$ cat src/rtl/line_ctrl_pkg.sv
// Shared types and helpers for the line-following steering core.
package line_ctrl_pkg;

    typedef enum logic [1:0] {
        ST_IDLE   = 2'd0,
        ST_TRACK  = 2'd1,
        ST_SEARCH = 2'd2,
        ST_STOP   = 2'd3
    } ctrl_state_t;

    // Working width of sat_speed; callers keep SPEED_W + 2 within it.
    localparam int SAT_W = 32;

    // Odd, symmetric sensor weight: -(n-1) .. +(n-1).
    function automatic int weight(input int i, input int n);
        return 2 * i - (n - 1);
    endfunction

    // Clamp a signed value into [0, 2^speed_w - 1].
    function automatic logic [SAT_W-1:0] sat_speed(input logic signed [SAT_W-1:0] v,
                                                   input int speed_w);
        logic signed [SAT_W-1:0] hi;
        hi = $signed((32'd1 << speed_w) - 32'd1);
        if (v < 0)
            return '0;
        if (v > hi)
            return $unsigned(hi);
        return $unsigned(v);
    endfunction

endpackage

$ cat src/rtl/line_position_estimator.sv
// Registers the raw sample, then produces the weighted line error and popcount.
module line_position_estimator
    import line_ctrl_pkg::*;
#(
    parameter int NUM_SENSORS = 8,
    parameter int ERR_W       = $clog2(NUM_SENSORS * NUM_SENSORS) + 1,
    parameter int CNT_W       = $clog2(NUM_SENSORS + 1)
) (
    input  logic                   clk,
    input  logic                   reset_n,
    input  logic [NUM_SENSORS-1:0] sample,
    output logic [ERR_W-1:0]       err,
    output logic [CNT_W-1:0]       cnt
);

    logic [NUM_SENSORS-1:0] sample_r;
    int                     err_acc;
    int                     cnt_acc;

    always_comb begin
        err_acc = 0;
        cnt_acc = 0;
        for (int i = 0; i < NUM_SENSORS; i++) begin
            if (sample_r[i]) begin
                err_acc += weight(i, NUM_SENSORS);
                cnt_acc += 1;
            end
        end
    end

    always_ff @(posedge clk) begin
        if (!reset_n) begin
            sample_r <= '0;
            err      <= '0;
            cnt      <= '0;
        end else begin
            sample_r <= sample;
            err      <= ERR_W'(err_acc);
            cnt      <= CNT_W'(cnt_acc);
        end
    end

endmodule

$ cat src/rtl/line_steering_controller.sv
// Line-following steering core: position estimate, PD correction, supervisory FSM
// and differential motor outputs, three cycles from sample to output.
module line_steering_controller
    import line_ctrl_pkg::*;
#(
    parameter int NUM_SENSORS  = 8,
    parameter int SPEED_W      = 21,
    parameter int KSHIFT       = 0,
    parameter int LOST_SAMPLES = 3,
    parameter int STOP_SAMPLES = 2,
    parameter int SEARCH_SPEED = 500
) (
    input  logic               clk,
    input  logic               reset_n,
    input  logic               enable,
    input  logic               sample_valid,
    input  logic [NUM_SENSORS-1:0] sample,
    input  logic [SPEED_W-1:0] base_speed,
    input  logic [7:0]         kp,
    input  logic [7:0]         kd,
    output logic [SPEED_W-1:0] left_speed,
    output logic [SPEED_W-1:0] right_speed,
    output logic               left_dir,
    output logic               right_dir,
    output logic               update_valid,
    output logic [1:0]         ctrl_state,
    output logic               line_lost
);

    localparam int ERR_W   = $clog2(NUM_SENSORS * NUM_SENSORS) + 1;
    localparam int CNT_W   = $clog2(NUM_SENSORS + 1);
    localparam int SUM_W   = ERR_W + 10;
    localparam int SPD_X   = SPEED_W + 2;
    localparam int RUN_MAX = (LOST_SAMPLES > STOP_SAMPLES) ? LOST_SAMPLES : STOP_SAMPLES;
    localparam int RUN_W   = $clog2(RUN_MAX + 1);
    localparam int STAGES  = 2;

    logic [STAGES:0]         vld_pipe;
    logic [ERR_W-1:0]        err1_raw;
    logic signed [ERR_W-1:0] err1;
    logic [CNT_W-1:0]        cnt1;

    ctrl_state_t             state, state_nx;
    logic [RUN_W-1:0]        empty_run, full_run, empty_nx, full_nx, empty_inc, full_inc;
    logic signed [ERR_W-1:0] prev_err;
    logic                    last_neg;

    logic signed [SUM_W-1:0] err_x, prev_x, kp_x, kd_x, sum_c, corr_c, corr_r;
    logic signed [SPD_X-1:0] left_x, right_x;
    logic [SPEED_W-1:0]      left_sat, right_sat;

    line_position_estimator #(
        .NUM_SENSORS(NUM_SENSORS),
        .ERR_W      (ERR_W),
        .CNT_W      (CNT_W)
    ) u_pos (
        .clk    (clk),
        .reset_n(reset_n),
        .sample (sample),
        .err    (err1_raw),
        .cnt    (cnt1)
    );

    assign err1 = $signed(err1_raw);

    // Dropping enable discards everything in flight.
    always_ff @(posedge clk) begin
        if (!reset_n || !enable)
            vld_pipe <= '0;
        else
            vld_pipe <= {vld_pipe[STAGES-1:0], sample_valid};
    end

    always_comb begin
        state_nx  = state;
        empty_nx  = empty_run;
        full_nx   = full_run;
        empty_inc = (cnt1 == '0) ? empty_run + 1'b1 : '0;
        full_inc  = (cnt1 == CNT_W'(NUM_SENSORS)) ? full_run + 1'b1 : '0;
        if (!enable) begin
            state_nx = ST_IDLE;
            empty_nx = '0;
            full_nx  = '0;
        end else if (vld_pipe[1]) begin
            case (state)
                ST_IDLE: begin
                    state_nx = ST_TRACK;
                    empty_nx = empty_inc;
                    full_nx  = full_inc;
                end
                ST_TRACK: begin
                    empty_nx = empty_inc;
                    full_nx  = full_inc;
                    if (empty_inc >= RUN_W'(LOST_SAMPLES)) begin
                        state_nx = ST_SEARCH;
                        empty_nx = '0;
                        full_nx  = '0;
                    end else if (full_inc >= RUN_W'(STOP_SAMPLES)) begin
                        state_nx = ST_STOP;
                        empty_nx = '0;
                        full_nx  = '0;
                    end
                end
                ST_SEARCH: begin
                    if (cnt1 != '0 && cnt1 != CNT_W'(NUM_SENSORS))
                        state_nx = ST_TRACK;
                end
                default: ;
            endcase
        end
    end

    // A sample that enters TRACK sees a zero previous error.
    always_comb begin
        err_x  = SUM_W'(err1);
        prev_x = (state == ST_TRACK) ? SUM_W'(prev_err) : '0;
        kp_x   = SUM_W'(kp);
        kd_x   = SUM_W'(kd);
        sum_c  = kp_x * err_x + kd_x * (err_x - prev_x);
        corr_c = sum_c >>> KSHIFT;
    end

    always_ff @(posedge clk) begin
        if (!reset_n)
            state <= ST_IDLE;
        else
            state <= state_nx;
    end

    always_ff @(posedge clk) begin
        if (!reset_n) begin
            empty_run <= '0;
            full_run  <= '0;
            prev_err  <= '0;
            last_neg  <= 1'b0;
            corr_r    <= '0;
        end else begin
            empty_run <= empty_nx;
            full_run  <= full_nx;
            if (!enable) begin
                prev_err <= '0;
            end else if (vld_pipe[1]) begin
                prev_err <= (state_nx == ST_TRACK) ? err1 : '0;
                corr_r   <= corr_c;
                if (err1 != '0)
                    last_neg <= err1[ERR_W-1];
            end
        end
    end

    always_comb begin
        left_x    = $signed({2'b00, base_speed}) + SPD_X'(corr_r);
        right_x   = $signed({2'b00, base_speed}) - SPD_X'(corr_r);
        left_sat  = SPEED_W'(sat_speed(SAT_W'(left_x), SPEED_W));
        right_sat = SPEED_W'(sat_speed(SAT_W'(right_x), SPEED_W));
    end

    // Output stage follows the state reached by the sample leaving stage 2.
    always_ff @(posedge clk) begin
        if (!reset_n || !enable) begin
            left_speed   <= '0;
            right_speed  <= '0;
            left_dir     <= 1'b1;
            right_dir    <= 1'b1;
            update_valid <= 1'b0;
            ctrl_state   <= ST_IDLE;
            line_lost    <= 1'b0;
        end else begin
            update_valid <= vld_pipe[2] && (state == ST_TRACK || state == ST_SEARCH);
            ctrl_state   <= state;
            line_lost    <= (state == ST_SEARCH);
            if (vld_pipe[2]) begin
                case (state)
                    ST_TRACK: begin
                        left_speed  <= left_sat;
                        right_speed <= right_sat;
                        left_dir    <= 1'b1;
                        right_dir   <= 1'b1;
                    end
                    ST_SEARCH: begin
                        left_speed  <= SPEED_W'(SEARCH_SPEED);
                        right_speed <= SPEED_W'(SEARCH_SPEED);
                        left_dir    <= ~last_neg;
                        right_dir   <= last_neg;
                    end
                    default: begin
                        left_speed  <= '0;
                        right_speed <= '0;
                        left_dir    <= 1'b1;
                        right_dir   <= 1'b1;
                    end
                endcase
            end
        end
    end

endmodule

$ cat config.mk
export PLATFORM = sky130hd
export DESIGN_NAME = line_steering_controller
export DESIGN_NICKNAME = d
export VERILOG_FILES = /design/src/rtl/line_ctrl_pkg.sv /design/src/rtl/line_position_estimator.sv /design/src/rtl/line_steering_controller.sv
export SDC_FILE = /design/constraint.sdc
export NUM_CORES = 1
export LEC_CHECK = 0
export CAP_MARGIN = 40
export CORE_MARGIN = 4
export CORE_UTILIZATION = 45
export DETAILED_ROUTE_END_ITERATION = 10
export PLACE_DENSITY = 0.66
export SYNTH_ARGS = -nofsm -noshare
export SYNTH_HDL_FRONTEND = slang
export SYNTH_SLANG_ARGS = --single-unit
$ cat constraint.sdc
create_clock -name clk -period 20.4 [get_ports clk]
set_input_delay 6.12 -clock clk [delete_from_list [all_inputs] [get_ports clk]]
set_output_delay 6.12 -clock clk [all_outputs]
set_load 0.02 [all_outputs]
==> impl_metrics.env <==
export IMPL_grt_pass1_vias=10638
export IMPL_post_route_period_util_pct=57.91
export IMPL_synth_top_area_share_pct=19.73
export IMPL_required_ps=20660
export IMPL_routedWlPerCell_um=16.25
export IMPL_setup_violations=0
export IMPL_numCtsBuffers=9
export IMPL_clkTransAtPathRegs_ps=80
export IMPL_crit_fanout=15
export IMPL_synth_distinct_cells=76
export IMPL_startpoint_type="input pin"
export IMPL_cts_root_buf="clkbuf_16"
export IMPL_cts_sinks=100
export IMPL_rows=61
export IMPL_clk_latency_ps=350
export IMPL_die_h_um=177.9
export IMPL_multiInputGateArea_um2=9915
export IMPL_grt_max_degree=53
export IMPL_fin_skew_ps=11.01
export IMPL_drive_gt1_share_pct=2.966
export IMPL_min_path_type="register to register"
export IMPL_grt_ovfl_total=0
export IMPL_rsz0062_at_grt="false"
export IMPL_synth_edf_count=0
export IMPL_synth_common_cells="inv_1 (219), nand2_1 (178), ha_1 (137)"
export IMPL_antenna_found_initial=0
export IMPL_syn_inst=1596
export IMPL_final_nets=1961
export IMPL_area_growth_pct=11.89
export IMPL_coreArea_um2=28160
export IMPL_tightest_slew_ps=956.9
export IMPL_antenna_cells=0
export IMPL_dp_hpwl_mm=27.31
export IMPL_first_pass_iters=7
export IMPL_cts_hold_buf=0
export IMPL_relSlewSlack_pct=35.66
export IMPL_slew_viol_final=0
export IMPL_synth_area_top_cells="fa_1 (20%), dfxtp_1 (15%), ha_1 (13%)"
export IMPL_cts_tree="built"
export IMPL_ctsResizeCount=0
export IMPL_vias=10941
export IMPL_grt_first_pass_wirelength_mm=53.25
export IMPL_drv_cap=0
export IMPL_drt_initial_drc_count=695
export IMPL_syn_nets=1910
export IMPL_grt_usage_pct=20.81
export IMPL_port_buffers=96
export IMPL_ys_ff_latch=100
export IMPL_ant_nets=0
export IMPL_vias_per_cell=5.390
export IMPL_cts_buffer_depth=2
export IMPL_hold_viol=0
export IMPL_initial_core_util_pct=46.12
export IMPL_drt_wl_total_mm=32.99
export IMPL_outcome="complete, no violations"
export IMPL_layout_min_cycle_time_ps=11810
export IMPL_synth_area_per_cell_um2=8.138
export IMPL_gp_congestion=0.9312
export IMPL_ys_seq_area_share_pct=15.41
export IMPL_postCtsSetupRepairBufs=0
export IMPL_die_w_um=177.9
export IMPL_synth_most_common_cell="inv_1"
export IMPL_drc_errors=0
export IMPL_crit_path_end_kind="register"
export IMPL_dieArea_um2=31650
export IMPL_worst_setup_path_type="input pin to register"
export IMPL_synth_area_leader_cell="fa_1"
export IMPL_fmaxAchievable_mhz=84.65
export IMPL_ys_warn_count=0
export IMPL_synthArstFlopShare_pct=0
export IMPL_cts_htree_levels=3
export IMPL_syn_area_um2=12990
export IMPL_n_fill_cell=2669
export IMPL_fin_setup_tns_ps=0
export IMPL_post_route_util_pct=51.60
export IMPL_io_pins=97
export IMPL_worstPathArrival_ps=12070
export IMPL_final_seq_area_um2=2002
export IMPL_synth_ff_type="dfxtp_1"
==> kinds of logic (layout without fill, tap and decap cells) <==
family | count (synthesis) | after routing | synth area share [%]
and+or+nand+nor | 528 | 528 | 20.18
AOI/OAI and AO/OA | 327 | 327 | 16.34
buffers and inverters | 284 | 340 | 8.294
adders and majority gates | 265 | 265 | 32.93
DFF | 100 | 100 | 15.41
xor gates and xnor gates | 84 | 84 | 6.155
muxes | 8 | 8 | 0.6935
==> registers in the layout (all words and copies together) (netlist names), 3 cells and up <==
signal and count:
right_speed 21, u_pos.err 6, u_pos.sample_r 8, left_speed 21, prev_err 7, corr_r 17, u_pos.cnt 4, vld_pipe 3
==> metal layers <==
| metal | GRT usage, % | vias up | part of all wire [%] |
|---|---|---|---|
| li1 | - | 5353 | - |
| met1 | 27.36 | 5305 | 45 |
| met2 | 36.02 | 241 | 49 |
| met3 | 3.366 | 42 | 4.5 |
| met4 | 4.705 | 0 | 2.0 |
| met5 | 0 | - | 0 |
==> placed cells by master (no fill, tap or decap), drive strengths merged, types with 69 or more instances in the layout <==
cell           count
inv              221
nand2            178
ha               137
fa               128
a21oi            114
dfxtp            100
clkdlybuf4s50     96
nor2              87
o21ai             73
and2              69
==> path summary, 6_finish.rpt <==
path                            slack (ps)       startpoint  cells past startpoint               to
worst max register to register       11810         state[1]                     31       corr_r[16]
worst max-delay path                  8590            kd[2]                     22       corr_r[16]
worst min-delay path                   460  right_speed[11]                      2  right_speed[11]
worst min register to register         460  right_speed[11]                      2  right_speed[11]
==> metrics by stage <==
stage,hold slack (ps),cells,setup WS [ps],area (um^2)
floorplan,443.6,1596,9099,12990
detailed placement,450.4,2014,8221,14250
CTS,469.2,2030,8601,14530
global route,489.3,2030,8229,14530
finish,459.1,2030,8587,14530
global placement,439.7,2013,8357,14230
==> critical path, cell delays in order <==
cell,delay (ps)
clkdlybuf4s50_1,810
nand2_1,170
fa_1,560
inv_1,50
fa_1,500
inv_1,50
fa_1,470
inv_1,50
fa_1,500
fa_1,540
inv_1,50
fa_1,530
inv_1,40
ha_1,310
nand2_1,50
o21ai_0,270
a41oi_1,180
a21oi_1,240
a31oi_1,140
xnor2_1,170
o21ai_0,80
and2_1,180
==> final cells by class <==
class,count,area share (%)
multi-input combinational,1212,68.22
sequential,100,13.78
timing repair buffer,105,7.129
inverter,219,5.656
tap,378,3.254
clock buffer,9,1.550
clock inverter,7,0.4133
Power is not shown: default switching activity piles up to over one toggle a cycle in this logic, so the estimate is an artifact.
